===== src/rtl/ex_stage_pkg.sv =====
// ex_stage_pkg: shared opcode constants, ALUop encodings, FSM states and the
// registered EX/MEM bundle used by the execute stage.
package ex_stage_pkg;

    localparam logic [10:0] OPC_ADD = 11'b10001011000;
    localparam logic [10:0] OPC_SUB = 11'b11001011000;
    localparam logic [10:0] OPC_AND = 11'b10001010000;
    localparam logic [10:0] OPC_ORR = 11'b10101010000;
    localparam logic [10:0] OPC_MUL = 11'b10011011000;

    typedef enum logic [1:0] {
        ALUOP_ADD   = 2'b00,
        ALUOP_PASSB = 2'b01,
        ALUOP_RTYPE = 2'b10,
        ALUOP_NONE  = 2'b11
    } aluOp_t;

    typedef enum logic {
        ST_IDLE = 1'b0,
        ST_MUL  = 1'b1
    } exState_t;

    typedef struct packed {
        logic        isBranch;
        logic        memRead;
        logic        memWrite;
        logic        regWrite;
        logic        memToReg;
        logic [4:0]  writeReg;
        logic [63:0] aluResult;
        logic [63:0] storeData;
        logic [63:0] branchTarget;
    } exOut_t;

    function automatic logic isMulOp(input logic [1:0] aluOp, input logic [10:0] aluControl);
        return (aluOp == ALUOP_RTYPE) && (aluControl == OPC_MUL);
    endfunction

endpackage


===== src/rtl/ex_stage_if.sv =====
// ex_stage_if: ID/EX inputs, EX/MEM outputs and the busy/flush handshake of
// the execute stage. master = surrounding pipeline, slave = ex_stage.
interface ex_stage_if;

    logic        flush_in;
    logic [1:0]  ALUop_in;
    logic        ALUsrc_in;
    logic        isBranch_in;
    logic        memRead_in;
    logic        memWrite_in;
    logic        regWrite_in;
    logic        memToReg_in;
    logic [63:0] programCounter_in;
    logic [63:0] regData1_in;
    logic [63:0] regData2_in;
    logic [63:0] signExtend_in;
    logic [10:0] ALUcontrol_in;
    logic [4:0]  writeReg_in;

    logic        busy_out;

    logic        isBranch_out;
    logic        memRead_out;
    logic        memWrite_out;
    logic        regWrite_out;
    logic        memToReg_out;
    logic        zero_out;
    logic [63:0] ALUresult_out;
    logic [63:0] storeData_out;
    logic [63:0] branchTarget_out;
    logic [4:0]  writeReg_out;

    modport master (
        output flush_in, ALUop_in, ALUsrc_in, isBranch_in, memRead_in, memWrite_in,
               regWrite_in, memToReg_in, programCounter_in, regData1_in, regData2_in,
               signExtend_in, ALUcontrol_in, writeReg_in,
        input  busy_out, isBranch_out, memRead_out, memWrite_out, regWrite_out,
               memToReg_out, zero_out, ALUresult_out, storeData_out, branchTarget_out,
               writeReg_out
    );

    modport slave (
        input  flush_in, ALUop_in, ALUsrc_in, isBranch_in, memRead_in, memWrite_in,
               regWrite_in, memToReg_in, programCounter_in, regData1_in, regData2_in,
               signExtend_in, ALUcontrol_in, writeReg_in,
        output busy_out, isBranch_out, memRead_out, memWrite_out, regWrite_out,
               memToReg_out, zero_out, ALUresult_out, storeData_out, branchTarget_out,
               writeReg_out
    );

endinterface


===== src/rtl/ex_stage_seq_multiplier.sv =====
// seq_multiplier: radix-2 shift-add multiplier, one multiplier bit per step.
// product/done are combinational so the final bit is folded in on the same
// edge that the owner registers the result (count == 63).
module seq_multiplier (
    input  logic        CLOCK,
    input  logic        RESET,
    input  logic        start,
    input  logic        step,
    input  logic [63:0] multiplicand,
    input  logic [63:0] multiplier,
    output logic        done,
    output logic [63:0] product
);

    logic [63:0] acc;
    logic [63:0] mcand;
    logic [63:0] mplier;
    logic [63:0] partial;
    logic [5:0]  count;

    assign partial = mplier[0] ? mcand : '0;
    assign product = acc + partial;
    assign done    = (count == 6'd63);

    // Load operands on start, then accumulate one shifted partial product per step
    always_ff @(posedge CLOCK or posedge RESET) begin
        if (RESET) begin
            acc    <= '0;
            mcand  <= '0;
            mplier <= '0;
            count  <= '0;
        end else if (start) begin
            acc    <= '0;
            mcand  <= multiplicand;
            mplier <= multiplier;
            count  <= '0;
        end else if (step) begin
            acc    <= acc + partial;
            mcand  <= {mcand[62:0], 1'b0};
            mplier <= {1'b0, mplier[63:1]};
            count  <= count + 6'd1;
        end
    end

endmodule


===== src/rtl/ex_stage.sv =====
// ex_stage: execute stage (ALU, branch target, EX/MEM register).
// Build option EX_MUL_EN: when defined, MUL runs on an iterative 64-step
// multiplier behind a two-state FSM and stalls upstream via busy_out; when
// undefined, MUL decodes as unsupported (result 0) and busy_out is tied low.
module ex_stage
    import ex_stage_pkg::*;
(
    input  logic      CLOCK,
    input  logic      RESET,
    ex_stage_if.slave bus
);

    logic [63:0] opB;
    exOut_t      liveOut;
    exOut_t      nextOut;
    logic        bubble;

    // Operand select, single-cycle ALU and pass-through fields
    always_comb begin
        opB = bus.ALUsrc_in ? bus.signExtend_in : bus.regData2_in;
        liveOut.aluResult = '0;
        case (bus.ALUop_in)
            ALUOP_ADD:   liveOut.aluResult = bus.regData1_in + opB;
            ALUOP_PASSB: liveOut.aluResult = opB;
            ALUOP_RTYPE: begin
                case (bus.ALUcontrol_in)
                    OPC_ADD: liveOut.aluResult = bus.regData1_in + opB;
                    OPC_SUB: liveOut.aluResult = bus.regData1_in - opB;
                    OPC_AND: liveOut.aluResult = bus.regData1_in & opB;
                    OPC_ORR: liveOut.aluResult = bus.regData1_in | opB;
                    default: liveOut.aluResult = '0;
                endcase
            end
            default:     liveOut.aluResult = '0;
        endcase
        liveOut.isBranch     = bus.isBranch_in;
        liveOut.memRead      = bus.memRead_in;
        liveOut.memWrite     = bus.memWrite_in;
        liveOut.regWrite     = bus.regWrite_in;
        liveOut.memToReg     = bus.memToReg_in;
        liveOut.writeReg     = bus.writeReg_in;
        liveOut.storeData    = bus.regData2_in;
        liveOut.branchTarget = bus.programCounter_in + {bus.signExtend_in[61:0], 2'b00};
    end

`ifdef EX_MUL_EN
    exState_t    state;
    exState_t    stateNext;
    logic        mulDecoded;
    logic        mulStart;
    logic        mulStep;
    logic        mulDone;
    logic        fsmBubble;
    logic        useProduct;
    logic        busy;
    logic [63:0] mulProduct;
    exOut_t      held;

    assign mulDecoded = isMulOp(bus.ALUop_in, bus.ALUcontrol_in);

    // FSM state register
    always_ff @(posedge CLOCK or posedge RESET) begin
        if (RESET) state <= ST_IDLE;
        else       state <= stateNext;
    end

    // Next state, multiplier control and busy; flush always wins over MUL
    always_comb begin
        stateNext  = state;
        mulStart   = 1'b0;
        mulStep    = 1'b0;
        fsmBubble  = 1'b0;
        useProduct = 1'b0;
        busy       = 1'b0;
        case (state)
            ST_IDLE: begin
                if (mulDecoded && !bus.flush_in) begin
                    stateNext = ST_MUL;
                    mulStart  = 1'b1;
                    fsmBubble = 1'b1;
                    busy      = 1'b1;
                end
            end
            ST_MUL: begin
                busy = !mulDone;
                if (bus.flush_in) begin
                    stateNext = ST_IDLE;
                    fsmBubble = 1'b1;
                end else if (mulDone) begin
                    stateNext  = ST_IDLE;
                    mulStep    = 1'b1;
                    useProduct = 1'b1;
                end else begin
                    mulStep   = 1'b1;
                    fsmBubble = 1'b1;
                end
            end
            default: stateNext = ST_IDLE;
        endcase
    end

    // Hold the MUL's controls so the product leaves with them
    always_ff @(posedge CLOCK or posedge RESET) begin
        if (RESET)         held <= '0;
        else if (mulStart) held <= liveOut;
    end

    seq_multiplier uMul (
        .CLOCK        (CLOCK),
        .RESET        (RESET),
        .start        (mulStart),
        .step         (mulStep),
        .multiplicand (bus.regData1_in),
        .multiplier   (opB),
        .done         (mulDone),
        .product      (mulProduct)
    );

    assign bus.busy_out = busy;
    assign bubble       = bus.flush_in || fsmBubble;
`else
    assign bus.busy_out = 1'b0;
    assign bubble       = bus.flush_in;
`endif

    // Choose what the EX/MEM register captures: live ALU, finished product or bubble
    always_comb begin
        nextOut = liveOut;
`ifdef EX_MUL_EN
        if (useProduct) begin
            nextOut           = held;
            nextOut.aluResult = mulProduct;
        end
`endif
        if (bubble) nextOut = '0;
    end

    // EX/MEM pipeline register
    always_ff @(posedge CLOCK or posedge RESET) begin
        if (RESET) begin
            bus.isBranch_out     <= 1'b0;
            bus.memRead_out      <= 1'b0;
            bus.memWrite_out     <= 1'b0;
            bus.regWrite_out     <= 1'b0;
            bus.memToReg_out     <= 1'b0;
            bus.zero_out         <= 1'b0;
            bus.writeReg_out     <= '0;
            bus.ALUresult_out    <= '0;
            bus.storeData_out    <= '0;
            bus.branchTarget_out <= '0;
        end else begin
            bus.isBranch_out     <= nextOut.isBranch;
            bus.memRead_out      <= nextOut.memRead;
            bus.memWrite_out     <= nextOut.memWrite;
            bus.regWrite_out     <= nextOut.regWrite;
            bus.memToReg_out     <= nextOut.memToReg;
            bus.zero_out         <= (nextOut.aluResult == '0);
            bus.writeReg_out     <= nextOut.writeReg;
            bus.ALUresult_out    <= nextOut.aluResult;
            bus.storeData_out    <= nextOut.storeData;
            bus.branchTarget_out <= nextOut.branchTarget;
        end
    end

endmodule


===== src/flat_wrapper.sv =====
// flat-port wrapper written by rule: the top's interface ports become plain ports
module ex_stage_flat import ex_stage_pkg::*;
  (CLOCK, RESET, bus_flush_in, bus_ALUop_in, bus_ALUsrc_in, bus_isBranch_in, bus_memRead_in, bus_memWrite_in, bus_regWrite_in, bus_memToReg_in, bus_programCounter_in, bus_regData1_in, bus_regData2_in, bus_signExtend_in, bus_ALUcontrol_in, bus_writeReg_in, bus_busy_out, bus_isBranch_out, bus_memRead_out, bus_memWrite_out, bus_regWrite_out, bus_memToReg_out, bus_zero_out, bus_ALUresult_out, bus_storeData_out, bus_branchTarget_out, bus_writeReg_out);
  ex_stage_if bus_i ();
  input  logic CLOCK;
  input  logic RESET;
  input wire logic [$bits(bus_i.flush_in)-1:0] bus_flush_in;
  input wire logic [$bits(bus_i.ALUop_in)-1:0] bus_ALUop_in;
  input wire logic [$bits(bus_i.ALUsrc_in)-1:0] bus_ALUsrc_in;
  input wire logic [$bits(bus_i.isBranch_in)-1:0] bus_isBranch_in;
  input wire logic [$bits(bus_i.memRead_in)-1:0] bus_memRead_in;
  input wire logic [$bits(bus_i.memWrite_in)-1:0] bus_memWrite_in;
  input wire logic [$bits(bus_i.regWrite_in)-1:0] bus_regWrite_in;
  input wire logic [$bits(bus_i.memToReg_in)-1:0] bus_memToReg_in;
  input wire logic [$bits(bus_i.programCounter_in)-1:0] bus_programCounter_in;
  input wire logic [$bits(bus_i.regData1_in)-1:0] bus_regData1_in;
  input wire logic [$bits(bus_i.regData2_in)-1:0] bus_regData2_in;
  input wire logic [$bits(bus_i.signExtend_in)-1:0] bus_signExtend_in;
  input wire logic [$bits(bus_i.ALUcontrol_in)-1:0] bus_ALUcontrol_in;
  input wire logic [$bits(bus_i.writeReg_in)-1:0] bus_writeReg_in;
  output wire logic [$bits(bus_i.busy_out)-1:0] bus_busy_out;
  output wire logic [$bits(bus_i.isBranch_out)-1:0] bus_isBranch_out;
  output wire logic [$bits(bus_i.memRead_out)-1:0] bus_memRead_out;
  output wire logic [$bits(bus_i.memWrite_out)-1:0] bus_memWrite_out;
  output wire logic [$bits(bus_i.regWrite_out)-1:0] bus_regWrite_out;
  output wire logic [$bits(bus_i.memToReg_out)-1:0] bus_memToReg_out;
  output wire logic [$bits(bus_i.zero_out)-1:0] bus_zero_out;
  output wire logic [$bits(bus_i.ALUresult_out)-1:0] bus_ALUresult_out;
  output wire logic [$bits(bus_i.storeData_out)-1:0] bus_storeData_out;
  output wire logic [$bits(bus_i.branchTarget_out)-1:0] bus_branchTarget_out;
  output wire logic [$bits(bus_i.writeReg_out)-1:0] bus_writeReg_out;
  assign bus_i.flush_in = bus_flush_in;
  assign bus_i.ALUop_in = bus_ALUop_in;
  assign bus_i.ALUsrc_in = bus_ALUsrc_in;
  assign bus_i.isBranch_in = bus_isBranch_in;
  assign bus_i.memRead_in = bus_memRead_in;
  assign bus_i.memWrite_in = bus_memWrite_in;
  assign bus_i.regWrite_in = bus_regWrite_in;
  assign bus_i.memToReg_in = bus_memToReg_in;
  assign bus_i.programCounter_in = bus_programCounter_in;
  assign bus_i.regData1_in = bus_regData1_in;
  assign bus_i.regData2_in = bus_regData2_in;
  assign bus_i.signExtend_in = bus_signExtend_in;
  assign bus_i.ALUcontrol_in = bus_ALUcontrol_in;
  assign bus_i.writeReg_in = bus_writeReg_in;
  assign bus_busy_out = bus_i.busy_out;
  assign bus_isBranch_out = bus_i.isBranch_out;
  assign bus_memRead_out = bus_i.memRead_out;
  assign bus_memWrite_out = bus_i.memWrite_out;
  assign bus_regWrite_out = bus_i.regWrite_out;
  assign bus_memToReg_out = bus_i.memToReg_out;
  assign bus_zero_out = bus_i.zero_out;
  assign bus_ALUresult_out = bus_i.ALUresult_out;
  assign bus_storeData_out = bus_i.storeData_out;
  assign bus_branchTarget_out = bus_i.branchTarget_out;
  assign bus_writeReg_out = bus_i.writeReg_out;
  ex_stage u_core (.CLOCK(CLOCK), .RESET(RESET), .bus(bus_i));
endmodule

===== config.mk =====
export PLATFORM = sky130hd
export DESIGN_NAME = ex_stage_flat
export DESIGN_NICKNAME = d
export VERILOG_FILES = /design/src/rtl/ex_stage_pkg.sv /design/src/rtl/ex_stage_if.sv /design/src/rtl/ex_stage_seq_multiplier.sv /design/src/rtl/ex_stage.sv /design/src/flat_wrapper.sv
export SDC_FILE = /design/constraint.sdc
export NUM_CORES = 1
export LEC_CHECK = 0
export ABC_AREA = 1
export CAP_MARGIN = 5
export CORE_AREA = 2 2 250 350
export CTS_CLUSTER_DIAMETER = 50
export DETAILED_ROUTE_END_ITERATION = 8
export DIE_AREA = 0 0 252 352
export SLEW_MARGIN = 10
export SYNTH_ARGS = -nofsm -noshare
export SYNTH_HDL_FRONTEND = slang
export SYNTH_SLANG_ARGS = --single-unit

===== constraint.sdc =====
create_clock -name CLOCK -period 20 [get_ports CLOCK]
set_input_delay 5 -clock CLOCK [delete_from_list [all_inputs] [get_ports CLOCK]]
set_output_delay 5 -clock CLOCK [all_outputs]
set_load 0.005 [all_outputs]

# Yosys cells after proc, flatten, opt, wreduce, memory -nomap -nowiden
# Cells that the tools add are included.
# totals
reg_bits	203
input_bits	283
output_inout_bits	204
wordCells	27
# op_classes
add_sub_neg	3
n_eq_ne	6
mux	4
bitwise	2
reduce_logical	2
# ops
op	n
one-hot mux 64 bit (4 select lines)	1
2-to-1 mux 202 bit	1
one-hot mux 64 bit (3 select lines)	1
adder 64 bit	2
AND 64 bit	1
logical NOT 64 bit	1
2-to-1 mux 64 bit	1
bitwise OR 64 bit	1
subtractor 64 bit	1
== test 11 bit, second input constant	4
== test 2 x 1 -> 1 bit, second input constant	1
== test 2 bit, second input constant	1
logical NOT 2 bit	1

# Longest topological paths before layout
# Gate-level depths: netlist (run 1).
# logic_depth
ltp_word	6
depth_mapped	31
ltp_nobuf	29

# Worst setup path after synthesis (run 1)
# OpenSTA, ideal clock, no wires.
# synth_timing
path_kind	input to register
start	in bus_ALUsrc_in
end	reg u_core.bus.zero_out
setup_time_ns	0.069
t_arrival_ns	7.963
required_time_ns	19.931
setup_slack_ns	11.968
stages	26
n_path_buf	3
path_cell_list	buf_4 inv_1 clkbuf_1 clkbuf_1 or2_2 o21ai_0 ha_1 inv_2 nand2_1 nor2_1 inv_1 nor2_1 inv_1 nor3_1 nand2_1 nand2_1 nand2_1 nand3_1 o21ai_0 clkinv_1 nand2_1 o21ai_1 nand2_1 nor2_1 nand2_1 nor2_2
# synth_between
elab_chain_len	6
elab_cells_between_ends	9
classes_between	add/sub: 2; mux: 4; bitwise: 2; reduce/logical: 1
# synth_rtl
item	line	rtl
from (decl)	flat_wrapper.sv:9	input wire logic [$bits(bus_i.ALUsrc_in)-1:0] bus_ALUsrc_in;
2-to-1 mux 64 bit (*)	ex_stage.sv:20	opB = bus.ALUsrc_in ? bus.signExtend_in : bus.regData2_in;
subtractor 64 bit, or another cell as far along	ex_stage.sv:28	OPC_SUB: liveOut.aluResult = bus.regData1_in - opB;
one-hot mux 64 bit (4 select lines)	ex_stage.sv:26	case (bus.ALUcontrol_in)
one-hot mux 64 bit (3 select lines) (*)	ex_stage.sv:22	case (bus.ALUop_in)
2-to-1 mux 202 bit (*)	ex_stage.sv:135	if (bubble) nextOut = '0;
logical NOT 64 bit (*)	ex_stage.sv:157	bus.zero_out <= (nextOut.aluResult == '0);
to (signal assigned)	ex_stage.sv:157	
to (decl)	ex_stage_if.sv:47	memToReg_out, zero_out, ALUresult_out, storeData_out, branchTarget_out,
# Every way passes the cells marked *; elsewhere a longest branch is shown, timed or not.

# Worst setup path after layout (run 1)
# Same ends and word-level chain as after synthesis.

==> results of run 1 <==
[final timing paths]
check	start	to	slack, ns
worst max-delay path	bus_ALUsrc_in	u_core.bus.zero_out$_DFF_PP0_	9.87
worst min-delay path	bus_flush_in	u_core.bus.storeData_out[19]$_DFF_PP0_	4.78
max in group asynchronous	RESET	u_core.bus.branchTarget_out[44]$_DFF_PP0_	13.01
min in group asynchronous	RESET	u_core.bus.memRead_out$_DFF_PP0_	4.80
[final cells by class]
| type | count | area [um2] |
|---|---|---|
| flip-flops and latches | 203 | 5080 |
| multi-input cells | 3448 | 17800 |
| repair buffers | 524 | 5140 |
| clock buffers | 38 | 832 |
| clock inverters | 19 | 253 |
| fillers | 9541 | 51200 |
| well taps | 1096 | 1370 |
| inverters | 1009 | 3800 |
| diodes | 8 | 20.0 |
[power by group through the flow]
stage / clock [W] / sequential (W) / combinational [W]
after floorplan: 0 / 0.000463 / 0.000477
after global placement: 0 / 0.000458 / 0.000892
after detailed placement: 0 / 0.000459 / 0.000890
after CTS: 0.000600 / 0.000452 / 0.000894
after global routing: 0.000615 / 0.000454 / 0.000980
final: 0.000585 / 0.000452 / 0.000909
[cell families (layout without fill, tap and decap cells)]
family,after synthesis,after routing,synth area share
DFF,203,203,0.187
adders and majority gates,295,295,0.137
buffers and inverters,1113,1590,0.156
and+or+nand+nor,2453,2453,0.380
other,1,9,0.000138
xor gates and xnor gates,17,17,0.00549
AOI/OAI and AO/OA,682,682,0.134
[metal layers]
metal	vias up	global-route usage	share of wire	wire, um
met5	-	0	0	0
met4	0	0.322	0.11	17400
li1	15692	-	-	-
met1	14814	0.350	0.35	53800
met2	1471	0.576	0.48	72500
met3	475	0.0360	0.057	8650
[sequential cells by signal (all words and copies together) (netlist names)]
register,cells
u_core.bus.memRead_out,1
u_core.bus.ALUresult_out,64
u_core.bus.zero_out,1
u_core.bus.memToReg_out,1
u_core.bus.isBranch_out,1
u_core.bus.memWrite_out,1
u_core.bus.regWrite_out,1
u_core.bus.branchTarget_out,64
u_core.bus.storeData_out,64
u_core.bus.writeReg_out,5
[metrics by stage]
step | util | cell area, um2 | hold slack (ns) | cells
after floorplan | - | 27100 | 5.10 | 4764
after global placement | 0.389 | 33200 | 5.43 | 6280
after detailed placement | 0.389 | 33200 | 5.44 | 6280
after CTS | 0.401 | 34300 | 4.75 | 6337
after global routing | 0.401 | 34300 | 4.79 | 6344
final | 0.402 | 34300 | 4.78 | 6345
[cells in the mapped netlist, drive strengths merged, types with 19 or more instances]
cell / number / share of area
o22ai: 42 / 0.0097
dfrtp: 203 / 0.19
ha: 292 / 0.13
clkbuf: 55 / 0.0076
nand4: 40 / 0.0092
or2: 60 / 0.014
inv: 996 / 0.14
nor3: 36 / 0.0085
nand2: 1402 / 0.19
nand3: 396 / 0.073
nand3b: 26 / 0.0072
o21ai: 283 / 0.052
nor2: 477 / 0.069
a21oi: 295 / 0.055
o21bai: 19 / 0.0053
buf: 49 / 0.0093
==> run summary, run 1 <==
status = finished, final reports clean
area growth from synthesis to layout = 26.5%
post-synthesis sequential area ratio = 0.187
Reg power frac = 0.232
max-cap viol count = 0
period utilisation layout = 0.507
Net Sw Power = 0.000862 W
Buf/Inv on CP = 6
clock tree root driver cell = clkbuf_16
Comb power frac = 0.467
CTS Hold Bufs = 0
Crit. End Element = flip-flop
Internal = 0.00108 W
Most common cell on crit path = nand2_1
min setup slack post-route = 9.87 ns
port bufs = 485
#FFs+latches synth = 203
share of cells above drive strength 1 = 0.0464
H-tree depth = 1
grt total ovfl = 0
final net count = 5795
Hold Vio Cnt, Final = 0
post-route minimum period = 10.13 ns
Top delay family on crit path = simple AND/OR/NAND/NOR gates
Post-synth EDFFs = 0
core area = 85500 um2
Num CTS Buffers = 31
CTS tree = built
Synth Instances = 4764
class of the worst hold path = in -> reg
Tot Pwr = 0.00195 W
Initial DRC Count = 2518
Avg WL per Cell = 24.0 um
Unique masters post-synth = 45
Synth Flop Type = dfrtp_1
CP required = 20.58 ns
clock network power share = 0.301
Synth Warn # = 0
Mapped Area = 27100 um2
drt first pass iters = 6
switching share of power = 0.443
relative slew slack = 0.149
crit path DAT = 10.72 ns
largest net degree at the start of global routing = 79
post-DP HPWL = 128000 um
Avg Vias per Cell = 5.11
RSZ-0062 raised after global routing = no
setup bufs post-CTS = 0
final WL = 152000 um
worst slack, placed = 9.42 ns
crit-path max FO = 65
first-pass GRT wire length = 215000 um
most common cell after layout, fill and taps aside = nand2_1
FFs w/ async S/R, synth = 1.00
clock sink count = 203
die height = 352 um
Routability Congestion = 1.09
width of the die = 252 um
setup TNS = 0 ns
Rows = 127
DRC = 0
Detail Route Antenna Nets = 0
Mean Syn Cell Area = 5.70 um2
Clock Path Buffers = 3
die area = 88700 um2
number of global-route vias before repair = 31635
post-cts sizing count = 0
final slew viol count = 0
Lkg Pwr = 18.6 nW
GRT Resource Usage Total = 0.334
initial antenna violation count = 9
Startpoint Class = input pin
most frequent cells in the layout = 1392 x nand2_1, 963 x inv_1, 483 x clkdlybuf4s50_1
# IOs = 487
Crit Path Category = in -> reg
Cells on Worst Hold Path = 2
Final Setup Violations = 0
slowest CP cell = ha_1
clock slew at reported path FFs = 0.06 ns
Synthesized Nets = 5342
VDD IR max = 0.0000704 V
worst slew pin tran = 1.26 ns
slowest stage delay, CP = 0.69 ns
via count = 32452
WP depth = 28
power per cell area = 56.7 nW/um2
Initial Utilization = 0.317
Fmax achieved = 98.7 MHz
Power figures use the tool's default switching activity.
==> inputs of run 2 (changes only) <==
clock period = 10.5 ns   (was 20 ns; I/O delays follow)
==> run 2 against run 1 <==
Net effect:
- worst hold slack got worse by 2.4 ns
- sequential share of layout area barely moved
- final area barely moved
- combinational power rose by 91%
- wire length rose by 0.51%
- global-route usage rose by 0.37 points
- via count fell by 0.63%
- critical path depth fell by 6
- cell count did not move
- die area did not move
- critical path type unchanged
- critical endpoint unchanged
==> run summary, run 2 (same netlist as run 1, synthesis figures left out) <==
Internal = 0.00204 W (was 0.00108 W)
width of the die = 252 um (unchanged)
worst setup path startpoint = bus_ALUsrc_in (unchanged)
core area = 85500 um2 (unchanged)
CTS tree = built (unchanged)
Reg power frac = 0.235 (was 0.232)
Clock Path Buffers = 3 (unchanged)
period utilisation layout = 0.724
crit-path max FO = 64 (was 65)
max-cap viol count = 0 (unchanged)
most frequent cells in the layout = 1392 x nand2_1, 963 x inv_1, 483 x clkdlybuf4s50_1 (unchanged)
power per cell area = 107 nW/um2 (was 56.7 nW/um2)
Comb power frac = 0.475 (was 0.467)
die area = 88700 um2 (unchanged)
clock network power share = 0.290 (was 0.301)
CP required = 11.07 ns (was 20.58 ns)
Num CTS Buffers = 28 (was 31)
first-pass GRT wire length = 217000 um (was 215000 um)
worst slew pin tran = 1.45 ns (was 1.26 ns)
RSZ-0062 raised after global routing = no (unchanged)
clock slew at reported path FFs = 0.06 ns (about the same)
Initial DRC Count = 2416 (was 2518)
CP cell instances = buf_2 -> buf_4 -> o21ai_0 -> ha_1 -> nand2_1 -> nor2_1 -> nand3_1 -> nand3_1 -> nand2_1 -> nand2_1 -> nand2_1 -> nand2_1 -> nand2_1 -> nand3_1 -> o21ai_0 -> inv_1 -> nand2_1 -> o21ai_1 -> nand2_1 -> nor2_1 -> nand2_1 -> nor2_2
post-cts sizing count = 0 (unchanged)
Most common cell on crit path = nand2_1 (unchanged)
GRT Resource Usage Total = 0.338 (was 0.334)
final WL = 153000 um (was 152000 um)
Final Setup Violations = 0 (unchanged)
Avg Vias per Cell = 5.08 (was 5.11)
setup TNS = 0 ns (unchanged)
area growth from synthesis to layout = 26.4% (was 26.5%)
fillers = 9671 (was 9541)
CTS Hold Bufs = 0 (unchanged)
die height = 352 um (unchanged)
setup bufs post-CTS = 0 (unchanged)
Routability Congestion = 1.10 (was 1.09)
top flop regs = u_core.bus.ALUresult_out (64), u_core.bus.branchTarget_out (64), u_core.bus.storeData_out (64) (unchanged)
Tot Pwr = 0.00366 W (was 0.00195 W)
post-DP HPWL = 131000 um (was 128000 um)
DRC = 0 (unchanged)
status = finished, final reports clean (unchanged)
slowest CP cell = o21ai_0 (was ha_1)
share of cells above drive strength 1 = 0.0466 (was 0.0464)
Detail Route Antenna Nets = 0 (unchanged)
Fmax achieved = 132 MHz
final net count = 5797 (was 5795)
largest net degree at the start of global routing = 124 (was 79)
via count = 32246 (was 32452)
Rows = 127 (unchanged)
VDD IR max = 0.000147 V (was 0.0000704 V)
critical path endpoint = u_core.bus.zero_out$_DFF_PP0_ (unchanged)
slowest stage delay, CP = 0.73 ns (was 0.69 ns)
Avg WL per Cell = 24.1 um (was 24.0 um)
Initial Utilization = 0.317 (unchanged)
# IOs = 487 (unchanged)
drt first pass iters = 7 (was 6)
most common cell after layout, fill and taps aside = nand2_1 (unchanged)
Hold Vio Cnt, Final = 0 (unchanged)
hold wc startpoint = bus_flush_in (unchanged)
port bufs = 485 (unchanged)
relative slew slack = 0.0214 (was 0.149)
Lkg Pwr = 18.6 nW (about the same)
class of the worst hold path = in -> reg (unchanged)
number of global-route vias before repair = 31723 (was 31635)
H-tree depth = 1 (unchanged)
Crit Path Category = in -> reg (unchanged)
post-route minimum period = 7.60 ns
clock sink count = 203 (unchanged)
final slew viol count = 0 (unchanged)
clock tree root driver cell = clkbuf_16 (unchanged)
Net Sw Power = 0.00162 W (was 0.000862 W)
initial antenna violation count = 9 (unchanged)
crit path DAT = 8.17 ns (was 10.72 ns)
grt total ovfl = 0 (unchanged)
Startpoint Class = input pin (unchanged)
switching share of power = 0.442 (was 0.443)
Crit. End Element = flip-flop (unchanged)
[run 2: power groups by stage]
stage | Sequential [W] | Combinational, W | Clock, W
after CTS | 0.000859 | 0.00172 | 0.00109
after detailed placement | 0.000873 | 0.00171 | 0
after global placement | 0.000872 | 0.00171 | 0
after global routing | 0.000863 | 0.00188 | 0.00112
after floorplan | 0.000881 | 0.000909 | 0
final | 0.000859 | 0.00174 | 0.00106
[run 2: per-layer routing]
metal	vias up	share of wire	GRT usage	routed length, um
met5	-	0	0	0
met4	0	0.10	0.298	15900
met3	409	0.050	0.0379	7580
met2	1273	0.49	0.598	74800
met1	14879	0.36	0.350	54800
li1	15685	-	-	-
[run 2: area by class of cell]
cell class	instances	area, um2	share of cell area
timing repair buffer	529	5190	0.151
clock buffer	34	763	0.0222
clock inverter	17	251	0.00733
antenna	9	22.5	0.000656
tap	1096	1370	0.0400
sequential	203	5080	0.148
inverter	1009	3790	0.111
multi-input combinational	3448	17800	0.520
[run 2: worst min-delay path by stage]
| stage | endpoint | slack, ns | cells past startpoint |
|---|---|---|---|
| floorplan | u_core.bus.branchTarget_out[0]$_DFF_PP0_ | 2.73 | 2 |
| finish | u_core.bus.storeData_out[19]$_DFF_PP0_ | 2.35 | 2 |
| global route | u_core.bus.storeData_out[19]$_DFF_PP0_ | 2.35 | 2 |
| CTS | u_core.bus.storeData_out[19]$_DFF_PP0_ | 2.34 | 2 |
| global placement | u_core.bus.storeData_out[19]$_DFF_PP0_ | 3.01 | 2 |
| detailed placement | u_core.bus.storeData_out[63]$_DFF_PP0_ | 3.02 | 2 |
[run 2: critical path: cells and delay by family]
kind                     cells  cell delay (ns)
AO/OA/AOI/OAI                3             0.95
adder cells (fa/ha/maj)      1             0.71
buffers and inverters        3             0.78
AND/OR/NAND/NOR             15             3.07
[run 2: metrics by stage]
stage | setup slack (ns) | cell area [um2] | hold slack (ns) | cells | util
floorplan | 2.34 | 27100 | 2.73 | 4764 | -
CTS | 3.10 | 34300 | 2.34 | 6336 | 0.401
global route | 2.90 | 34300 | 2.35 | 6345 | 0.401
global placement | 2.30 | 33200 | 3.01 | 6281 | 0.389
detailed placement | 2.42 | 33300 | 3.02 | 6285 | 0.389
finish | 2.90 | 34300 | 2.35 | 6345 | 0.401
